### config.mk
export PLATFORM = sky130hd
export DESIGN_NAME = voice_scheduler
export DESIGN_NICKNAME = d
export VERILOG_FILES = /design/src/rtl/shape_pkg.sv /design/src/rtl/voice_scheduler_sat_scale.sv /design/src/rtl/voice_scheduler.sv
export VERILOG_INCLUDE_DIRS = /design/src /design/src/rtl
export SDC_FILE = /design/constraint.sdc
export NUM_CORES = 1
export LEC_CHECK = 0
export BUFFER_PORTS_ARGS = -buffer_cell sky130_fd_sc_hd__buf_2
export CAP_MARGIN = 20
export CORE_MARGIN = 10
export CORE_UTILIZATION = 60
export DETAILED_ROUTE_END_ITERATION = 16
export PLACE_DENSITY = 0.77
export SLEW_MARGIN = 20
export SYNTH_ARGS = -nofsm -noshare
export SYNTH_HDL_FRONTEND = slang
export SYNTH_SLANG_ARGS = --single-unit
### constraint.sdc
create_clock -name clk -period 7.4 [get_ports clk]
set_input_delay 1.48 -clock clk [delete_from_list [all_inputs] [get_ports clk]]
set_output_delay 1.48 -clock clk [all_outputs]
set_load 0.005 [all_outputs]
### src/rtl/constants.svh
// Audio-path constants shared across the synth voice blocks.
`ifndef CONSTANTS_SVH
`define CONSTANTS_SVH

`define SAMPLE_WIDTH  24
`define GAIN_UNITY    8'h80
`define N_OSCILLATORS 8

`endif

### src/rtl/shape_pkg.sv
// Types and helpers shared by the voice scheduling path.
`include "constants.svh"

package shape_pkg;

  typedef enum logic [2:0] {
    SCHED_IDLE   = 3'd0,
    SCHED_ISSUE  = 3'd1,
    SCHED_WAIT   = 3'd2,
    SCHED_SCALE  = 3'd3,
    SCHED_OUTPUT = 3'd4
  } sched_state_t;

  localparam int GAIN_WIDTH     = 8;
  localparam int GAIN_FRAC_BITS = 7;

  // Accumulator headroom: one extra bit per doubling of the voice count,
  // so summing every voice at full scale can never wrap.
  function automatic int acc_width(input int sample_w, input int n_voices);
    return sample_w + $clog2(n_voices);
  endfunction

endpackage

### src/rtl/voice_scheduler_sat_scale.sv
// Signed value times unsigned fixed-point gain, rescaled and clamped to the output range.
module sat_scale #(
  parameter int IN_W      = 27,
  parameter int GAIN_W    = 8,
  parameter int FRAC_BITS = GAIN_W - 1,
  parameter int OUT_W     = 24
) (
  input  logic signed [IN_W-1:0]   value,
  input  logic        [GAIN_W-1:0] gain,
  output logic signed [OUT_W-1:0]  result
);

  // One spare bit so the zero-extended gain stays positive as a signed operand.
  localparam int PROD_W = IN_W + GAIN_W + 1;
  localparam logic signed [PROD_W-1:0] OUT_MAX =
    {{(PROD_W - OUT_W + 1){1'b0}}, {(OUT_W - 1){1'b1}}};
  localparam logic signed [PROD_W-1:0] OUT_MIN = ~OUT_MAX;

  logic signed [PROD_W-1:0] value_ext;
  logic signed [PROD_W-1:0] gain_ext;
  logic signed [PROD_W-1:0] product;
  logic signed [PROD_W-1:0] shifted;

  always_comb begin
    value_ext = PROD_W'(value);
    gain_ext  = PROD_W'(gain);
    product   = value_ext * gain_ext;
    shifted   = product >>> FRAC_BITS;
    if (shifted > OUT_MAX) begin
      result = OUT_MAX[OUT_W-1:0];
    end else if (shifted < OUT_MIN) begin
      result = OUT_MIN[OUT_W-1:0];
    end else begin
      result = shifted[OUT_W-1:0];
    end
  end

endmodule

### src/rtl/voice_scheduler.sv
// Walks the enabled voices through the shared oscillator core once per sample
// tick, mixes and scales the results, and hands one sample to the DAC path.
`include "constants.svh"

module voice_scheduler
  import shape_pkg::*;
#(
  parameter int N_VOICES = `N_OSCILLATORS,
  parameter int WIDTH    = `SAMPLE_WIDTH
) (
  input  logic                        clk,
  input  logic                        rstn,
  input  logic                        sample_tick,
  input  logic [N_VOICES-1:0]         voice_enable,
  input  logic [7:0]                  volume,
  output logic                        osc_req_valid,
  output logic [$clog2(N_VOICES)-1:0] osc_req_idx,
  input  logic                        osc_resp_valid,
  input  logic [WIDTH-1:0]            osc_resp_data,
  output logic [WIDTH-1:0]            sample_out,
  output logic                        sample_valid,
  input  logic                        sample_ready,
  output logic                        busy,
  output logic                        overrun,
  input  logic                        overrun_clr
);

  localparam int IDX_W = $clog2(N_VOICES);
  localparam int ACC_W = acc_width(WIDTH, N_VOICES);
  localparam logic [IDX_W-1:0] LAST_IDX = IDX_W'(N_VOICES - 1);

  localparam logic [2:0] IDLE   = SCHED_IDLE;
  localparam logic [2:0] ISSUE  = SCHED_ISSUE;
  localparam logic [2:0] WAIT   = SCHED_WAIT;
  localparam logic [2:0] SCALE  = SCHED_SCALE;
  localparam logic [2:0] OUTPUT = SCHED_OUTPUT;

  logic [2:0]              state;
  logic [IDX_W-1:0]        idx;
  logic signed [ACC_W-1:0] acc;
  logic signed [WIDTH-1:0] scaled;
  logic                    voice_on;
  logic                    last_voice;
  logic                    handshake;
  logic                    tick_drop;

  // A tick is only welcome in IDLE or on the cycle the DAC takes the sample.
  always_comb begin
    voice_on   = voice_enable[idx];
    last_voice = (idx == LAST_IDX);
    handshake  = (state == OUTPUT) && sample_ready;
    tick_drop  = sample_tick && (state != IDLE) && !handshake;
  end

  always_ff @(posedge clk or negedge rstn) begin
    if (!rstn) begin
      state <= IDLE;
      idx   <= '0;
      acc   <= '0;
    end else begin
      case (state)
        IDLE: begin
          if (sample_tick) begin
            acc   <= '0;
            idx   <= '0;
            state <= ISSUE;
          end
        end
        ISSUE: begin
          if (voice_on) begin
            state <= WAIT;
          end else if (last_voice) begin
            state <= SCALE;
          end else begin
            idx <= idx + IDX_W'(1);
          end
        end
        WAIT: begin
          if (osc_resp_valid) begin
            acc <= acc + ACC_W'($signed(osc_resp_data));
            if (last_voice) begin
              state <= SCALE;
            end else begin
              idx   <= idx + IDX_W'(1);
              state <= ISSUE;
            end
          end
        end
        SCALE: begin
          state <= OUTPUT;
        end
        OUTPUT: begin
          if (sample_ready) begin
            if (sample_tick) begin
              acc   <= '0;
              idx   <= '0;
              state <= ISSUE;
            end else begin
              state <= IDLE;
            end
          end
        end
        default: begin
          state <= IDLE;
        end
      endcase
    end
  end

  sat_scale #(
    .IN_W      (ACC_W),
    .GAIN_W    (GAIN_WIDTH),
    .FRAC_BITS (GAIN_FRAC_BITS),
    .OUT_W     (WIDTH)
  ) u_sat_scale (
    .value  (acc),
    .gain   (volume),
    .result (scaled)
  );

  // sample_out only changes in SCALE, so it holds through OUTPUT and beyond.
  always_ff @(posedge clk or negedge rstn) begin
    if (!rstn) begin
      sample_out <= '0;
    end else if (state == SCALE) begin
      sample_out <= scaled;
    end
  end

  always_ff @(posedge clk or negedge rstn) begin
    if (!rstn) begin
      overrun <= 1'b0;
    end else if (tick_drop) begin
      overrun <= 1'b1;
    end else if (overrun_clr) begin
      overrun <= 1'b0;
    end
  end

  always_comb begin
    osc_req_valid = (state == ISSUE) && voice_on;
    osc_req_idx   = idx;
    sample_valid  = (state == OUTPUT);
    busy          = (state != IDLE);
  end

endmodule
==> results.ini <==
[status]
status = completed

[floorplan]
dieArea_um2 = 24200
start_util_pct = 61.2
die_x_um = 156
fp.dieH_um = 156
num_rows = 49
io_pins = 77
fp.coreArea_um2 = 18000

[logic_synthesis]
syn-num-nets = 1554
synth-seq-cells = 58
syn-instance-count = 1244
synth_edf_count = 0
avgSynthCellArea_um2 = 8.86
ys.flop_type = dfrtp_1
synth_area_um2 = 11000
synth.distinct_cells = 76
ys_async_sr_fraction_pct = 100
yosysWarnings = 0
ys_seq_area_share_pct = 13.2

[detailed_routing]
vias = 8554
first_iter_violations = 508
ant_nets = 0
wl_per_cell_um = 16.7
vias_per_cell = 5.60
drc = 0
routed_wl_mm = 25.5
dr.pass1.iters = 5

[clocking]
cts_buffers = 9
clockBufferDepth = 2
clk_latency_ns = 0.35
htreeDepth = 3
cts_tree = built
cts_num_sinks = 58
hold_buffers = 0
clock-root-buffer = clkbuf_16
path_clk_slew_ns = 0.05
post_cts_buffers = 0
cts_resized = 0

[layout]
num-fill-cells = 1479
final_area_um2 = 11900
fin_cells = 1527
layout.nets = 1603
layout_common_cells = inv_1, fa_1, nand2_1
drive_gt1_share_pct = 10.4
areaGrowthSynthToFinish_pct = 7.96
final_common_cell = inv_1
diodes = 0

[critical_path]
required_ns = 7.62
cp_common_cell = fa_1
path_class = in -> reg
cp.buffers_inverters = 4
worstSetupEndpointType = flop
start_kind = primary input
cpLargestDelayFamily = adder cells
critPathMaxStageDelay_ns = 0.55
r2r_slack_ns = 1.41
worstPathCellList = buf_2 > nand2_1 > fa_1 > inv_1 > fa_1 > inv_1 > fa_1 > fa_1 > inv_1 > ha_1 > a21o_1 > a21oi_1 > nand2_2 > a31oi_1 > a211oi_2 > o41ai_2 > xnor2_1 > a41o_1 > or2_1 > o221a_1
slowest_stage = fa_1
crit_fanout = 23
crit_arrival_ns = 7.16

[placement]
postPlaceCellArea_um2 = 11600
port_buffers = 76
dpl.hpwl_mm = 20.6
placed_cells = 1511
globalplace.congestion = 0.894
dp_slack_ns = 0.178

[timing]
hold_viol = 0
timing.final.ws_setup_ns = 0.456
period_minus_slack_ns = 6.94
fin_crit_sh_pct = 93.8
fin_skew_ns = 0.0126
slew_headroom_pct = 32.0
tightest_slew_ns = 1.02
slew_viol_final = 0
fmaxAchievable_mhz = 144
setup_viol = 0
setup_tns_ns = 0
rsz0062_at_grt = no

[grt]
grt_max_degree = 59
antenna_found_initial = 0
grt-ovfl-total = 0
track_usage_pct = 21.6
grt_pass1_wl_mm = 43.4
grt_pass1_vias = 8843

[worst_hold_path]
hold_class = reg -> reg

[flow_run]
drv_cap = 0

[final cells by class]
cell class,instances,area [um^2],area share (%)
multi-input combinational,895,8470,71.2
sequential,58,1450,12.2
inverter,239,897,7.54
timing repair buffer,90,485,4.08
tap,229,287,2.41
clock buffer,12,256,2.16
clock inverter,4,50.0,0.421
[stage by stage]
stage | utilization [%] | hold slack (ns)
floorplan | - | 0.473
global placement | 64.3 | 0.476
detailed placement | 64.3 | 0.476
CTS | 66.0 | 0.488
global route | 66.0 | 0.505
finish | 66.0 | 0.484
[path summary, 6_finish.rpt]
kind / from / endpoint / cells past startpoint
max in group asynchronous: rstn / state[1] / 2
min: sample_out[11] / sample_out[11] / 2
min reg2reg: sample_out[11] / sample_out[11] / 2
min in group asynchronous: rstn / sample_out[4] / 2
max reg2reg: acc[1] / sample_out[22] / 18
max: volume[2] / sample_out[22] / 20
[sequential cells by signal, summed over array words and instances, names as in the netlist]
| signal | cells |
|---|---|
| overrun | 1 |
| sample_out | 24 |
| state | 3 |
| osc_req_idx | 3 |
| acc | 27 |
[cell usage after synthesis, types with 2 or more instances]
cell      number  area (um^2)
nand2_1      152          571
o221a_1       10          113
a22o_1        22          193
a31oi_1        4         25.0
nor2_1        38          143
buf_2          5         25.0
fa_1         168         3360
or3_1          3         18.8
or2_1          2         12.5
and4_1         2         17.5
xor2_1        12          105
a211oi_1       5         37.5
a211o_1        6         52.6
a311oi_1       2         17.5
a21o_1        28          210
o31ai_1        3         22.5
o311ai_0       2         17.5
buf_1          6         22.5
nand2b_1      10         62.6
o21bai_1       9         67.6
dfrtp_1       58         1450
nand4_1        7         43.8
a32o_1         3         30.0
clkbuf_1      40          150
or2_2          2         12.5
o21ai_2        2         17.5
and3_1         3         18.8
a21boi_0       2         15.0
nand3_2       10          100
o211ai_1       5         37.5
nand3_1       23          115
mux4_2         2         45.0
inv_1        239          897
nand3b_1       2         15.0
o21a_1         8         60.1
nor2b_1        6         37.5
xnor2_1       36          315
o21ai_0       17         85.1
a21oi_1       50          250
o21ai_1        2         10.0
nor3_1         8         40.0
ha_1          96         1200
and2_1       101          632
[layer usage]
| layer | routed length, um | GRT usage [%] |
|---|---|---|
| met1 | 11800 | 30.2 |
| met2 | 11900 | 34.7 |
| met3 | 1480 | 3.47 |
| met4 | 353 | 4.95 |
| met5 | 0 | 0 |
[worst register-to-register path, stage by stage, from the launching register on]
cell      delay [ns]
dfrtp_1         0.57
and2_1          0.28
fa_1            0.46
fa_1            0.56
inv_1           0.05
fa_1            0.46
fa_1            0.54
inv_1           0.04
ha_1            0.36
a21o_1          0.20
a21oi_1         0.37
nand2_2         0.14
a31oi_1         0.30
a211oi_2        0.17
o41ai_2         0.36
xnor2_1         0.20
a41o_1          0.28
or2_1           0.35
o221a_1         0.18
[logic make-up after synthesis]
kind of cell | synth area share [%]
AND/OR/NAND/NOR | 17.7
buffers and inverters | 10.1
adder cells (fa/ha/maj) | 41.4
AO/OA/AOI/OAI | 13.2
flip-flops | 13.2
XOR/XNOR | 3.81
multiplexers | 0.601
Power is left out: the tool's default activity adds up to more than one toggle a clock period on the data nets, which glitch-free logic cannot reach.
